===== src/rtl/ring_boundary_buf_pkg.sv =====
// rtl/ring_boundary_buf_pkg.sv - shared constants, types and packing helper for the ring boundary buffer
package ring_boundary_buf_pkg;

    localparam int RBB_DEFAULT_WIDTH    = 128;
    localparam int RBB_DEFAULT_CHANNELS = 2;
    localparam int RBB_DEFAULT_DEPTH    = 4;

    // Encoded as {push, pop} so the handshake pair can be cast straight in.
    typedef enum logic [1:0] {
        OP_IDLE = 2'b00,
        OP_POP  = 2'b01,
        OP_PUSH = 2'b10,
        OP_BOTH = 2'b11
    } fifo_op_e;

    function automatic int lane_lsb(input int lane, input int lane_width);
        return lane * lane_width;
    endfunction

endpackage


===== src/rtl/ring_boundary_fifo.sv =====
// rtl/ring_boundary_fifo.sv - single-channel registered FIFO used at a ring boundary
module ring_boundary_fifo
    import ring_boundary_buf_pkg::*;
#(
    parameter int WIDTH = RBB_DEFAULT_WIDTH,
    parameter int DEPTH = RBB_DEFAULT_DEPTH,
    localparam int CW = $clog2(DEPTH + 1),
    localparam int PW = $clog2(DEPTH)
) (
    input  logic             clk,
    input  logic             rst,
    input  logic             flush,
    input  logic             in_valid,
    input  logic [WIDTH-1:0] in_data,
    output logic             in_ready,
    output logic             out_valid,
    output logic [WIDTH-1:0] out_data,
    input  logic             out_ready,
    output logic [CW-1:0]    occupancy
);

    localparam logic [CW-1:0] FULL = CW'(DEPTH);

    logic [WIDTH-1:0] mem [DEPTH];
    logic [PW-1:0]    rd_ptr;
    logic [PW-1:0]    wr_ptr;
    logic [CW-1:0]    count;
    logic             push;
    logic             pop;
    fifo_op_e         op;

    // Handshake flags depend only on the registered count, never on inputs.
    assign in_ready  = (count != FULL);
    assign out_valid = (count != '0);
    assign out_data  = mem[rd_ptr];
    assign occupancy = count;

    assign push = in_valid && in_ready;
    assign pop  = out_valid && out_ready;
    assign op   = fifo_op_e'({push, pop});

    always_ff @(posedge clk or negedge rst) begin
        if (!rst) begin
            rd_ptr <= '0;
            wr_ptr <= '0;
            count  <= '0;
        end else if (flush) begin
            rd_ptr <= '0;
            wr_ptr <= '0;
            count  <= '0;
        end else begin
            if (push) wr_ptr <= wr_ptr + 1'b1;
            if (pop)  rd_ptr <= rd_ptr + 1'b1;
            case (op)
                OP_PUSH: count <= count + 1'b1;
                OP_POP:  count <= count - 1'b1;
                default: count <= count;
            endcase
        end
    end

    // Storage is deliberately left unreset; it is only observed while out_valid is high.
    always_ff @(posedge clk) begin
        if (push && !flush) mem[wr_ptr] <= in_data;
    end

endmodule


===== src/rtl/ring_boundary_buf.sv =====
// rtl/ring_boundary_buf.sv - bank of independent per-channel boundary FIFOs
module ring_boundary_buf
    import ring_boundary_buf_pkg::*;
#(
    parameter int WIDTH    = RBB_DEFAULT_WIDTH,
    parameter int CHANNELS = RBB_DEFAULT_CHANNELS,
    parameter int DEPTH    = RBB_DEFAULT_DEPTH,
    localparam int CW = $clog2(DEPTH + 1)
) (
    input  logic                      clk,
    input  logic                      rst,
    input  logic                      flush,
    input  logic [CHANNELS-1:0]       in_valid,
    input  logic [CHANNELS*WIDTH-1:0] in_data,
    output logic [CHANNELS-1:0]       in_ready,
    output logic [CHANNELS-1:0]       out_valid,
    output logic [CHANNELS*WIDTH-1:0] out_data,
    input  logic [CHANNELS-1:0]       out_ready,
    output logic [CHANNELS*CW-1:0]    occupancy
);

    for (genvar c = 0; c < CHANNELS; c++) begin : g_chan
        ring_boundary_fifo #(
            .WIDTH (WIDTH),
            .DEPTH (DEPTH)
        ) u_fifo (
            .clk       (clk),
            .rst       (rst),
            .flush     (flush),
            .in_valid  (in_valid[c]),
            .in_data   (in_data[lane_lsb(c, WIDTH) +: WIDTH]),
            .in_ready  (in_ready[c]),
            .out_valid (out_valid[c]),
            .out_data  (out_data[lane_lsb(c, WIDTH) +: WIDTH]),
            .out_ready (out_ready[c]),
            .occupancy (occupancy[lane_lsb(c, CW) +: CW])
        );
    end

endmodule


===== config.mk =====
export PLATFORM = sky130hd
export DESIGN_NAME = ring_boundary_buf
export DESIGN_NICKNAME = d
export VERILOG_FILES = /design/src/rtl/ring_boundary_buf_pkg.sv /design/src/rtl/ring_boundary_fifo.sv /design/src/rtl/ring_boundary_buf.sv
export SDC_FILE = /design/constraint.sdc
export NUM_CORES = 1
export LEC_CHECK = 0
export ABC_CLOCK_PERIOD_IN_PS = 6500
export BUFFER_PORTS_ARGS = -buffer_cell sky130_fd_sc_hd__buf_2
export CORE_MARGIN = 5
export CORE_UTILIZATION = 40
export CTS_BUF_LIST = sky130_fd_sc_hd__clkbuf_8
export CTS_CLUSTER_DIAMETER = 120
export DETAILED_ROUTE_END_ITERATION = 8
export GPL_ROUTABILITY_DRIVEN = 0
export HOLD_SLACK_MARGIN = 0.15
export PLACE_DENSITY_LB_ADDON = 0.12
export SLEW_MARGIN = 10
export SYNTH_ARGS = -nofsm -noshare
export SYNTH_HDL_FRONTEND = slang
export SYNTH_HIERARCHICAL = 1
export SYNTH_SLANG_ARGS = --single-unit

===== constraint.sdc =====
create_clock -name clk -period 6.5 [get_ports clk]
set_clock_uncertainty 0.15 [all_clocks]
set_input_delay 0 -clock clk [delete_from_list [all_inputs] [get_ports clk]]
set_output_delay 0 -clock clk [all_outputs]
set_load 0.005 [all_outputs]

# == Word-level counts from Yosys, hierarchy flattened ==
# Memories as Yosys holds them, arrays and structs flattened.
# Cells that the tools add are included.
# word_totals
reg_bits,14
mem_bits_rw,1024
out_inout_bits,266
wordCells,53
memories,2
# classes
add_sub_neg,8
n_eq_ne,6
mux,16
reduce_logical,15
# memory_table
name,depth,width,rd,rd_clocked_by_memory_dff,write_ports,line,text
g_chan[0].u_fifo.mem,4,128,1,0,1,ring_boundary_fifo.sv:24,logic [WIDTH-1:0] mem [DEPTH];
g_chan[1].u_fifo.mem,4,128,1,0,1,ring_boundary_fifo.sv:24,
# ops
op,n
two-way mux 2 bit,8
case mux 3 bit (2 select lines),2
nonzero test 3 bit,4
adder 2 x 1 -> 2 bit (second input constant),4
nonzero test 2 bit,4
adder 3 x 1 -> 3 bit (second input constant),2
logical AND 1 bit,6
two-way mux 3 bit,2
!= test 3 bit (second input constant),2
subtractor 3 x 1 -> 3 bit (second input constant),2
equality test 2 x 1 -> 1 bit (second input constant),2
equality test 2 bit (second input constant),2
two-way mux 1 bit,4
zero test 1 bit,1

# == Logic depth before layout (Yosys ltp) ==
# depth
ltp_word,5
ltp_mapped,7
ltp_nobuf,6

# == Modules after synthesis ==
# The synthesis kept the hierarchy.
# modules_own_cells
mod,instances,cells_per_inst,area_per_inst_um2,seq_area_each_um2
ring_boundary_fifo at g_chan[1].u_fifo,1,736,19045.8,15549.9
ring_boundary_fifo at g_chan[0].u_fifo,1,734,19017.0,15549.9

# == Least setup slack after synthesis ==
# OpenSTA, ideal clock, no wires.
# synth_path
path_type,flip-flop to flip-flop
startpoint,reg g_chan[1].u_fifo.count[1]
endpoint,"mem g_chan[1].u_fifo/mem[0][0] (netlist bit), enable pin"
setup_ns,0.502
arrival_time_ns,3.987
t_required_ns,5.848
setup_slack_ns,1.860
path_stages_with_launch,5
path_cell_list,dfrtp_1 -> clkbuf_1 -> nor3b_1 -> nor3_1 -> and2_1
# synth_between
elab_chain_cells,5
# synth_rtl
item,line,text
"start, declared",ring_boundary_fifo.sv:27,logic [CW-1:0] count;
"start signal, assigned",ring_boundary_fifo.sv:55,OP_PUSH: count <= count + 1'b1;
"start signal, assigned",ring_boundary_fifo.sv:56,OP_POP: count <= count - 1'b1;
"start signal, assigned",ring_boundary_fifo.sv:57,default: count <= count;
!= test 3 bit,ring_boundary_fifo.sv:33,assign in_ready = (count != FULL);
logical AND 1 bit,ring_boundary_fifo.sv:38,assign push = in_valid && in_ready;
logical AND 1 bit,ring_boundary_fifo.sv:64,if (push && !flush) mem[wr_ptr] <= in_data;
two-way mux 1 bit,ring_boundary_fifo.sv:64,
two-way mux 1 bit (not written as such),ring_boundary_fifo.sv:64,
"end, declared",ring_boundary_fifo.sv:24,
# Every way passes these cells.

# == Final worst setup path ==
# layout_path
startpoint,in in_valid[1]
endpoint,"mem g_chan[1].u_fifo/mem[2][64] (netlist bit), enable pin"
# layout_between
elab_chain_cells,4
# layout_rtl
item,line,text
"start, declared",ring_boundary_buf.sv:13,"input logic [CHANNELS-1:0] in_valid,"
logical AND 1 bit,ring_boundary_fifo.sv:38,
logical AND 1 bit,ring_boundary_fifo.sv:64,
two-way mux 1 bit,ring_boundary_fifo.sv:64,
two-way mux 1 bit (not written as such),ring_boundary_fifo.sv:64,
# Every way passes these cells.

==> metrics.cfg <==
[job]
maxCapViolCount=0

[setup_path]
arrival_ns=3.94
crit_path_end_kind=flop
crit_required_ns=6.77
worst-path-max-fanout=45
crit_path_start_kind=primary input
worstSetupPathType=primary input to flop

[synthesis]
synth_area_sq_um=38100
syn_inst=1470
ys.flop_type=edfxtp_1
syn_nets=1743
yosysMostFrequentCell=edfxtp_1
ys_warn_count=6
yosysSeqAreaShare_pct=81.7
synth_top_cell_by_area=edfxtp_1
yosysTopAreaCellShare_pct=80.8
synth_commonest_cells=edfxtp_1 (1024), mux4_2 (256), buf_2 (32), buf_6 (22), dfrtp_1 (14)
synth_edf_count=1024
avgSynthCellArea_sq_um=25.9
synth_area_leaders=edfxtp_1 (81%), mux4_2 (15%), dfrtp_1 (0.92%)
ys_ff_latch=1038
synth-async-reset-ratio_pct=1.35
yosys.cell_types.count=39

[timing]
setup_tns_ns=0
rsz0062_at_grt=false
min_period_over_period_pct=56.5
drv_slew=0
maxSlewHeadroom_pct=26.1
hold_slack_ns=0.348
tightest_slew_ns=1.11
fin_crit_ns=3.67
achievable-frequency_mhz=272
finalHoldViolations=0
setup_viol=0
setup_ws_ns=2.83

[clock_network]
h-tree-depth=4
clkTransAtPathRegs_ns=0.05
clock-sinks=1038
ctsResizeCount=0
cts_buffer_depth=3
cts_root_buf=clkbuf_8
clock_latency_ns=0.80
numCtsBuffers=169
tritoncts=built

[routing]
antenna_left=0
wl_um=87000
drc_errors=0
post_drt_via_cell_ratio=4.84
wl_per_cell_um=21.4
firstDrtPassIters=7
drt_iter0_drc=1047
num_vias=19641

[global_route]
grt_pass1_vias=21760
grt_max_degree=127
grtUsageTotal_pct=17.2
grt_pass1_wl_um=133000
grt_overflow=0
antenna_found_initial=16

[placed_design]
place_hpwl_um=50400
dpl_worst_slack_ns=3.10
portBuffers=528

[power_and_ir_drop]
p_leak_uw=0.0173
power_density_nw_per_um2=295
ir_drop_uv=189

[min_path]
hold_class=primary input to flop

[floorplan]
dieArea_sq_um=101000
rows=113
io_pins=529
core_area_sq_um=94700
chipHeight_um=318
start_util_pct=40.2
die_x_um=318

[finish]
layout-drive-gt1-share_pct=36.5
fin_nets=2925
syn2layout_area_growth_pct=32.3
final_util_pct=53.2

[outcome]
status=completed

[registers in the layout, summed over array words and instances, names as in the netlist]
signal / flops
g_chan.u_fifo/mem: 1024
g_chan.u_fifo/occupancy: 6
g_chan.u_fifo/rd_ptr: 4
g_chan.u_fifo/wr_ptr: 4
[cell usage in the layout (no fill, tap or decap), drive strengths merged, types with 2 or more instances in the layout]
cell type	synthesis	final
edfxtp	1024	1024
dfrtp	14	14
xor2	5	5
xnor2	3	3
a21oi	11	11
ha	8	8
and2	9	9
nand3	7	7
clkbuf	8	170
a311oi	2	2
mux4	256	256
o21ai	6	6
nand2	5	5
or3b	2	2
or3	4	4
nor3	2	2
diode	0	11
a2111oi	2	2
clkinv	0	63
dlygate4sd3	0	531
nand2b	6	6
nor4	2	2
buf	59	547
nor3b	3	3
inv	9	77
nor2	9	9
fa	2	2
nand3b	2	2
[stage by stage]
stage	std cells	area, sq um	power (uW)
finish	4059	50400	14800
global route	4050	50300	15600
floorplan	1470	38100	9010
global placement	3215	42100	9800
CTS	4048	50300	15100
detailed placement	3215	42100	9830
[final timing paths]
path / start / endpoint / slack, ns / depth (start not counted)
worst min register to register: g_chan[0].u_fifo/wr_ptr[1] / g_chan[0].u_fifo/wr_ptr[1] / 0.45 / 2
max in group asynchronous: rst / g_chan[1].u_fifo/rd_ptr[0] / 4.85 / 4
worst max-delay path: in_valid[1] / g_chan[1].u_fifo/mem[2][64] / 2.83 / 8
worst min-delay path: in_data[65] / g_chan[0].u_fifo/mem[3][65] / 0.35 / 3
min in group asynchronous: rst / g_chan[0].u_fifo/occupancy[0] / 0.79 / 4
worst max register to register: g_chan[0].u_fifo/occupancy[0] / g_chan[0].u_fifo/mem[0][107] / 3.15 / 4
[cells by family (layout without fill, tap and decap cells)]
family	count (synthesis)	count (layout)	synth area share, %
DFF	1038	1038	81.7
muxes	256	256	15.1
adders and majority gates	10	10	0.368
xor gates and xnor gates	8	8	0.184
AOI/OAI and AO/OA	29	29	0.480
buffers and inverters	76	1389	1.33
other	0	11	0
and+or+nand+nor	53	53	0.786
[worst max-delay path, stage by stage]
cell and delay (ns):
dlygate4sd3_1 0.53, dlygate4sd3_1 0.56, buf_2 0.14, dlygate4sd3_1 0.76
inv_1 0.16, nor3_1 0.38, and2_4 0.64, buf_4 0.66
[timing repair]
item	4_1_cts	5_1_grt
hold buffers	531	0
endpoints found under the hold margin	1186	0
buffers inserted	0	0
[cell type report]
cell class	instances	area [sq um]
timing repair buffer	1078	8160
clock buffer	170	2340
tap	1265	1580
multi-input combinational	356	6480
sequential	1038	31100
antenna	11	27.5
inverter	9	33.8
fill	7635	44400
clock inverter	132	626
[where the power goes]
group / leakage [uW] / internal, uW / switching (uW)
registers: 0.00948 / 7630 / 173
logic: 0.00605 / 1130 / 949
clock network: 0.00173 / 2460 / 2500
total: 0.0173 / 11200 / 3620
[metal layers]
| metal | global-route usage, % | routed length [um] | vias to the layer above | part of all wire (%) |
|---|---|---|---|---|
| li1 | - | - | 8761 | - |
| met1 | 21.2 | 34600 | 10157 | 40 |
| met2 | 28.5 | 43100 | 567 | 50 |
| met3 | 6.36 | 7070 | 146 | 8.1 |
| met4 | 5.62 | 2140 | 10 | 2.5 |
| met5 | 0 | 70 | - | 0.080 |
No activity file was read; power rests on OpenSTA's default activity.
